**src/rtl/arcade_input_mapper.sv**
```systemverilog
`default_nettype none
// arcade_input_mapper: merges PS/2 keys and joysticks into per-player controls
// with rotation, opposite-direction cancel and a one-shot coin pulse. Rev 1.0
module arcade_input_mapper #(
  parameter int NUM_PLAYERS = 2,
  parameter int COIN_CYCLES = 2457600
) (
  input  logic                      I_CLK,
  input  logic                      I_RESETn,
  input  logic [10:0]               I_PS2_KEY,
  input  logic [16*NUM_PLAYERS-1:0] I_JOY,
  input  logic [1:0]                I_ROT,
  input  logic                      I_SHARE,
  output logic [4*NUM_PLAYERS-1:0]  O_DIRn,
  output logic [NUM_PLAYERS-1:0]    O_FIREn,
  output logic [NUM_PLAYERS-1:0]    O_STARTn,
  output logic                      O_COINn
);

  localparam int CW = (COIN_CYCLES > 1) ? $clog2(COIN_CYCLES) : 1;

  localparam logic [1:0] IDLE  = 2'd0;
  localparam logic [1:0] PULSE = 2'd1;
  localparam logic [1:0] HOLD  = 2'd2;

  logic       tog_prev;
  logic       primed;
  logic       key_up, key_down, key_left, key_right, key_fire, key_coin;
  logic [1:0] key_start;
  logic       kb_event;

  // primed keeps the first post-reset toggle sample from looking like an event
  assign kb_event = primed && (I_PS2_KEY[10] != tog_prev);

  always_ff @(posedge I_CLK or negedge I_RESETn) begin
    if (!I_RESETn) begin
      tog_prev  <= 1'b0;
      primed    <= 1'b0;
      key_up    <= 1'b0;
      key_down  <= 1'b0;
      key_left  <= 1'b0;
      key_right <= 1'b0;
      key_fire  <= 1'b0;
      key_coin  <= 1'b0;
      key_start <= 2'b00;
    end else begin
      tog_prev <= I_PS2_KEY[10];
      primed   <= 1'b1;
      if (kb_event) begin
        case (I_PS2_KEY[7:0])
          8'h75:   key_up    <= I_PS2_KEY[9];
          8'h72:   key_down  <= I_PS2_KEY[9];
          8'h6B:   key_left  <= I_PS2_KEY[9];
          8'h74:   key_right <= I_PS2_KEY[9];
          default: ;
        endcase
        case (I_PS2_KEY[8:0])
          9'h029, 9'h014: key_fire <= I_PS2_KEY[9];
          9'h005:  key_start[0] <= I_PS2_KEY[9];
          9'h006:  if (NUM_PLAYERS >= 2) key_start[1] <= I_PS2_KEY[9];
          9'h004:  key_coin <= I_PS2_KEY[9];
          default: ;
        endcase
      end
    end
  end

  // raw[p] = {fire, up, down, left, right}
  logic [4:0] raw [NUM_PLAYERS];
  logic [4:0] raw_or;
  logic [1:0] joy_start_any;

  always_comb begin
    raw_or        = '0;
    joy_start_any = '0;
    for (int p = 0; p < NUM_PLAYERS; p++) begin
      raw[p] = I_JOY[16*p +: 5];
      if (p == 0) raw[p] = raw[p] | {key_fire, key_up, key_down, key_left, key_right};
      raw_or        = raw_or | raw[p];
      joy_start_any = joy_start_any | I_JOY[16*p+5 +: 2];
    end
  end

  logic [NUM_PLAYERS-1:0] start_now;

  for (genvar p = 0; p < NUM_PLAYERS; p++) begin : g_player
    logic [4:0] m;
    logic       ru, rd, rl, rr;
    logic       unused_joy_hi;

    assign unused_joy_hi = ^I_JOY[16*p+7 +: 9];

    if (p < 2) begin : g_shared_start
      assign start_now[p] = key_start[p] | joy_start_any[p];
    end else begin : g_own_start
      assign start_now[p] = I_JOY[16*p+5];
    end

    always_comb begin
      m = I_SHARE ? raw_or : raw[p];
      case (I_ROT)
        2'd0:    {ru, rd, rl, rr} = m[3:0];
        2'd1:    {ru, rd, rl, rr} = {m[1], m[0], m[2], m[3]};
        2'd2:    {ru, rd, rl, rr} = {m[0], m[1], m[3], m[2]};
        default: {ru, rd, rl, rr} = {m[2], m[3], m[0], m[1]};
      endcase
    end

    always_ff @(posedge I_CLK or negedge I_RESETn) begin
      if (!I_RESETn) begin
        O_DIRn[4*p +: 4] <= 4'hF;
        O_FIREn[p]       <= 1'b1;
        O_STARTn[p]      <= 1'b1;
      end else begin
        O_DIRn[4*p +: 4] <= ~{ru & ~rd, rd & ~ru, rl & ~rr, rr & ~rl};
        O_FIREn[p]       <= ~m[4];
        O_STARTn[p]      <= ~start_now[p];
      end
    end
  end

  logic          coin_req;
  logic          req_prev;
  logic [1:0]    state;
  logic [CW-1:0] coin_cnt;

  assign coin_req = key_coin | (|start_now);

  // req_prev resets high so a request still held across reset is not an edge
  always_ff @(posedge I_CLK or negedge I_RESETn) begin
    if (!I_RESETn) begin
      state    <= IDLE;
      coin_cnt <= '0;
      req_prev <= 1'b1;
    end else begin
      req_prev <= coin_req;
      case (state)
        IDLE: begin
          if (coin_req && !req_prev) begin
            state    <= PULSE;
            coin_cnt <= CW'(COIN_CYCLES - 1);
          end
        end
        PULSE: begin
          if (coin_cnt == '0) state <= HOLD;
          else coin_cnt <= coin_cnt - 1'b1;
        end
        HOLD: begin
          if (!coin_req) state <= IDLE;
        end
        default: state <= IDLE;
      endcase
    end
  end

  assign O_COINn = (state != PULSE);

endmodule
`default_nettype wire
```
**config.mk**
```make
export PLATFORM = sky130hd
export DESIGN_NAME = arcade_input_mapper
export DESIGN_NICKNAME = d
export VERILOG_FILES = /design/src/rtl/arcade_input_mapper.sv
export SDC_FILE = /design/constraint.sdc
export NUM_CORES = 1
export LEC_CHECK = 0
export ABC_CLOCK_PERIOD_IN_PS = 2500
export CAP_MARGIN = 20
export CORE_MARGIN = 2
export CORE_UTILIZATION = 25
export CTS_CLUSTER_SIZE = 40
export DETAILED_ROUTE_END_ITERATION = 7
export DONT_BUFFER_PORTS = 1
export GPL_TIMING_DRIVEN = 0
export PLACE_DENSITY = 0.44
export SYNTH_ARGS = -nofsm -noshare
export SYNTH_HDL_FRONTEND = slang
export SYNTH_SLANG_ARGS = --single-unit
```
**constraint.sdc**
```tcl
create_clock -name I_CLK -period 2.5 [get_ports I_CLK]
set_clock_uncertainty 0.05 [all_clocks]
set_input_delay 0.25 -clock I_CLK [delete_from_list [all_inputs] [get_ports I_CLK]]
set_output_delay 0.25 -clock I_CLK [all_outputs]
set_load 0.01 [all_outputs]
```
==> reports/results.txt, run 1 <==
status = finished clean
commonest non-fill, non-tap cell in the layout = dfrtp_1
post-route ant nets = 0
RSZ-0062 raised after global routing = no
DIE HEIGHT = 104.7 um
full die area = 10960 sq um
Hold Crit Class = in -> reg
final hold violations = 0
Syn Nets = 310
actual slew at the worst max-slew pin = 0.5740 ns
initial antenna violation count = 0
vias per cell = 4.959
Starting Density = 25.80%
via count = 2048
RR Startpoint = coin_cnt[0]
reg2reg end = coin_cnt[10]
Hold Crit Depth = 1
worst-skew pair later-pin latency = 0.31 ns
largest net degree at the start of global routing = 48
Max Cap Violations = 0
Layout area overhead = 15.56%
drt wl/cell = 14.54 um
final core occ = 29.82%
Final setup viols = 0
CP delay by family, top = simple AND/OR/NAND/NOR gates
startpoint types = flip-flop
Die X = 104.7 um
PortBufs = 0
crit path kind = reg -> reg
Cell Chain, Critical Path = inv_1, ha_1, or4b_4, nor3_4, o21ai_2, o31a_1, or3_1
crit end category = flip-flop
Top-Level Pins = 61
CTS resizes = 0
CP Data Arrival Time = 2.50 ns
top_reg_cell synth = dfrtp_1
Post-Syn Area per Cell = 9.708 sq um
layout cells sized above 1 = 16.43%
DRT iter0 DRCs = 87
global-route wire length before repair = 10340 um
# nets final = 328
Syn Inst Count = 261
Fmax = 423.8 MHz
number of cell rows = 36
All-Layer GR Usage = 11.55%
Max Transition Viols Final = 0
Synth warnings = 0
register clock-pin slew on the reported worst setup and hold paths = 0.11 ns
final worst-path cycle share = 94.38%
Reg area = 1192 sq um
Reg2Reg Setup Slack = 0.14 ns
reg2reg path depth = 7
Synth Cell Area = 2534 sq um
CTS buffer count = 5
WP buf/inv = 1
Largest stage delay, worst path = 0.54 ns
Post-route DRC = 0
Root Driver = clkbuf_8
CP max-delay cell = or4b_4
Max VDD drop = 0.0002252 V
Max transition margin = 61.73%
flops & latches, synth = 47
FFs w/ async S/R, synth = 100.0%
RePlAce Congestion = 0.7722
number of flops mapped to enable cells by yosys = 0
sequential fraction of the synthesis area = 47.06%
vias in the first global route = 2101
CTS tree = built
power density over the cells = 635.7 nW/um^2
WP data required = 2.64 ns
Lkg Pwr = 0.001056 uW
Clock Tree Buf Depth = 2
min Tclk post-route = 2.360 ns
total grt overflow = 0
H-tree levels = 2
FILL cells = 1076
hold_sp = I_PS2_KEY[9]
total iterations of the first detailed-routing run = 5
hold endpoint = key_coin
crit path max fanout = 5
DRT Wirelength = 6006 um
core area = 9819 sq um
distinct cell type count after synthesis = 51
area occupied by multi-input gates = 1272 sq um
most frequent cells in the layout = dfrtp_1 (34), nand2_1 (24), nor3_1 (15), nor2_1 (15), nand3_1 (14)
Post-DP HPWL = 4252 um
Final TNS setup = 0 ns
# diodes = 0
Clock Sinks = 47
[layer usage]
metal	part of all wire [%]	track usage (%)	vias up	routed length, um
li1	-	-	1017	-
met1	47	15.25	972	2793
met2	46	18.39	52	2767
met3	6.4	3.493	7	382
met4	1.0	3.143	0	63
met5	0	0	-	0
[cell families after synthesis]
family	after synthesis	synth area share (%)
AND/OR/NAND/NOR	121	26.96
AO/OA/AOI/OAI	60	16.20
flip-flops	47	47.06
buffers and inverters	15	2.715
multiplexers	10	4.346
XOR/XNOR	6	2.074
adder cells (fa/ha/maj)	1	0.4937
other	1	0.1480
[worst register-to-register path, delay by kind of cell (launching register included)]
kind	cells	cell delay (ns)
fa+ha+maj	1	0.26
buf+inv	1	0.11
simple gates	3	1.05
compound gates	2	0.39
flops	1	0.41
[synthesized netlist by cell type (3+ instances only)]
cell	instances	area [sq um]
nand4b_1	5	43.79
nand2b_1	5	31.28
o311ai_0	5	43.79
dfrtp_1	34	850.8
or2_2	4	25.02
or3_1	7	43.79
xor2_1	6	52.55
a21oi_1	10	50.05
dfstp_2	13	341.6
nor4_1	7	43.79
inv_1	6	22.52
o21ai_0	13	65.06
clkbuf_1	6	22.52
nor2b_1	4	25.02
nand4_1	7	43.79
a21o_1	4	30.03
a211oi_1	7	52.55
mux2_2	8	90.09
nand3_1	14	70.07
o31ai_1	7	52.55
nor2_1	15	56.30
nor3_1	15	75.07
o31a_1	3	26.28
nand2_1	24	90.09
[area by class of cell]
cell class	count	area share [%]
multi-input combinational	199	43.46
sequential	47	40.73
tap	133	5.684
timing repair buffer	11	4.359
clock buffer	5	2.350
buffer	9	1.581
clock inverter	3	1.068
inverter	6	0.7692
[report_power, final]
part           switching [uW]  internal [uW]
Sequential                123            877
Combinational             188            153
Clock                     305            215
[how the worst max path moves through the flow]
| stage | start | to | cells after the start |
|---|---|---|---|
| 2_1_floorplan | coin_cnt[0] | coin_cnt[12] | 7 |
| 3_3_place_gp | coin_cnt[0] | coin_cnt[12] | 7 |
| 3_5_place_dp | coin_cnt[0] | coin_cnt[10] | 7 |
| 4_1_cts | coin_cnt[0] | coin_cnt[10] | 7 |
| 5_1_grt | coin_cnt[10] | coin_cnt[7] | 5 |
| 6_report | coin_cnt[0] | coin_cnt[10] | 7 |
[through the flow]
stage | setup WS [ns] | total power, uW | instance area (sq um) | std cells | hold WS (ns)
CTS | 0.1539 | 1894 | 2928 | 413 | 0.01782
detailed placement | 0.1562 | 1322 | 2700 | 394 | -0.09309
global placement | 0.1713 | 1317 | 2700 | 394 | -0.09347
finish | 0.1405 | 1861 | 2928 | 413 | 0.02523
global route | 0.002587 | 1985 | 2928 | 413 | 0.003886
floorplan | 0.3540 | 1234 | 2534 | 261 | -0.09559
[flip-flops by register name, summed over array words and instances, names as in the netlist, 2 cells and up]
signal,count
coin_cnt,22
O_DIRn,8
state,2
O_STARTn,2
key_start,2
O_FIREn,2
[repair_timing]
action,4_1_cts,5_1_grt
hold endpoints to repair,54,0
buffers inserted,0,0
endpoints found under the setup margin,0,0
hold buffers,11,0
Power figures use the tool's default switching activity.
==> run 2, diff against run 1 <==
--- a/config.mk
+++ b/config.mk
@@ -10,3 +10,3 @@
 export CORE_MARGIN = 2
-export CORE_UTILIZATION = 25
+export CORE_UTILIZATION = 51
 export CTS_CLUSTER_SIZE = 40
@@ -15,3 +15,3 @@
 export GPL_TIMING_DRIVEN = 0
-export PLACE_DENSITY = 0.44
+export PLACE_DENSITY = 0.72
 export SYNTH_ARGS = -nofsm -noshare
==> constraint.sdc (replaced) <==
create_clock -name I_CLK -period 2.5 [get_ports I_CLK]
set_clock_uncertainty 0.05 [all_clocks]
set_input_delay 0.125 -clock I_CLK [delete_from_list [all_inputs] [get_ports I_CLK]]
set_output_delay 0.125 -clock I_CLK [all_outputs]
set_load 0.01 [all_outputs]
==> run 2 against run 1 <==
  * Critical path depth unchanged
  * Count of clock-buffer cells in the layout increased by 1
  * Critical endpoint unchanged
  * Flip-flop and latch count unchanged
  * Highest routed layer unchanged
==> reports/results.txt, run 2 (synthesized netlist as in run 1, its figures left out) <==
status = finished clean
total iterations of the first detailed-routing run = 4
# diodes = 0
PortBufs = 0
Fmax = 427.5 MHz
number of cell rows = 25
# nets final = 330
register clock-pin slew on the reported worst setup and hold paths = 0.09 ns
crit path max fanout = 5
vias per cell = 5.805
largest net degree at the start of global routing = 48
vias in the first global route = 1918
DRT Wirelength = 5082 um
Final TNS setup = 0 ns
Final setup viols = 0
Clock Sinks = 47
reg2reg end = coin_cnt[10]
worst setup path endpoint = coin_cnt[10]
crit path launch = coin_cnt[0]
CP Data Arrival Time = 2.46 ns
All-Layer GR Usage = 19.26%
RePlAce Congestion = 0.7688
most flop-heavy register = coin_cnt
power density over the cells = 666.0 nW/um^2
most frequent cells in the layout = dfrtp_1 (34), nand2_1 (24), nor3_1 (15), nor2_1 (15), nand3_1 (14)
FILL cells = 416
Hold Crit Class = in -> reg
CTS buffer count = 5
total grt overflow = 0
Reg area = 1192 sq um
reg2reg path depth = 7
area occupied by multi-input gates = 1272 sq um
RR Startpoint = coin_cnt[0]
min Tclk post-route = 2.339 ns
H-tree levels = 2
actual slew at the worst max-slew pin = 0.5316 ns
max reg flops = 22
layout cells sized above 1 = 16.31%
Die X = 74.49 um
crit path kind = reg -> reg
Reg2Reg Setup Slack = 0.16 ns
drt wl/cell = 14.56 um
global-route wire length before repair = 8245 um
Lkg Pwr = 0.001073 uW
DIE HEIGHT = 74.49 um
worst-skew pair later-pin latency = 0.30 ns
Max Cap Violations = 0
CTS tree = built
DRT iter0 DRCs = 53
Clock Tree Buf Depth = 2
Post-DP HPWL = 3559 um
Post-route DRC = 0
commonest non-fill, non-tap cell in the layout = dfrtp_1
Regs by FF count = coin_cnt x22, O_DIRn x8
Layout area overhead = 13.93%
core area = 4755 sq um
full die area = 5548 sq um
Top-Level Pins = 61
final core occ = 60.71%
Final Power = 1922 uW
Max Transition Viols Final = 0
CTS resizes = 0
initial antenna violation count = 0
Max transition margin = 64.56%
WP data required = 2.62 ns
Max VDD drop = 0.0003538 V
Root Driver = clkbuf_8
Starting Density = 53.29%
final worst-path cycle share = 93.57%
final hold violations = 0
post-route ant nets = 0
RSZ-0062 raised after global routing = no
startpoint types = flip-flop
via count = 2026
crit end category = flip-flop
run 2: final cells by class:
| class | count | share of cell area (%) |
|---|---|---|
| Timing Repair Buffer | 13 | 5.115 |
| Clock inverter | 2 | 1.344 |
| Tap cell | 67 | 2.904 |
| Clock buffer | 6 | 2.861 |
| Buffer | 9 | 1.604 |
| Sequential cell | 47 | 41.31 |
| Inverter | 6 | 0.7802 |
| Multi-Input combinational cell | 199 | 44.08 |
run 2: report_power, final:
| group | internal [uW] | total, uW | switching, uW | leakage, uW |
|---|---|---|---|---|
| registers | 877 | 997 | 119 | 0.000525 |
| clock network | 329 | 584 | 255 | 0.0000618 |
| logic | 154 | 342 | 187 | 0.000486 |
| total | 1360 | 1920 | 562 | 0.00107 |
run 2: worst min path at each step:
stage,start,end,depth (start not counted)
after floorplan,I_RESETn,coin_cnt[0],0
after global placement,I_RESETn,coin_cnt[3],0
after detailed placement,I_RESETn,coin_cnt[3],0
after CTS,I_PS2_KEY[2],key_start[1],2
after global routing,I_PS2_KEY[1],key_coin,3
final,I_PS2_KEY[2],key_start[1],2
run 2: stage by stage:
stage          hold WS (ns)  area, sq um  setup WS, ns  cells
3_3_place_gp        -0.2195         2618        0.2311    328
3_5_place_dp        -0.2197         2618        0.1880    328
2_1_floorplan       -0.2206         2534        0.3540    261
6_report            0.02207         2887        0.1606    349
5_1_grt             0.02286         2887       0.04299    349
4_1_cts             0.01220         2887        0.1717    349
run 2: repair_timing:
action	in CTS	in global routing
buffers inserted	0	0
hold buffers	13	0
hold endpoints to repair	65	0
run 2: worst max-delay path: stages (launching register included):
cell and delay (ns):
dfrtp_1 0.40, inv_1 0.10, ha_1 0.25, or4b_4 0.53
nor3_4 0.20, o21ai_2 0.13, o31a_1 0.24, or3_1 0.30
run 2: per-layer routing:
| layer | vias to the layer above | track usage [%] | part of all wire (%) | routed length [um] |
|---|---|---|---|---|
| met4 | 0 | 8.929 | 1.1 | 54 |
| met5 | - | 0 | 0 | 0 |
| li1 | 1025 | - | - | - |
| met3 | 5 | 3.523 | 2.8 | 140 |
| met1 | 966 | 25.70 | 48 | 2426 |
| met2 | 30 | 30.58 | 48 | 2461 |
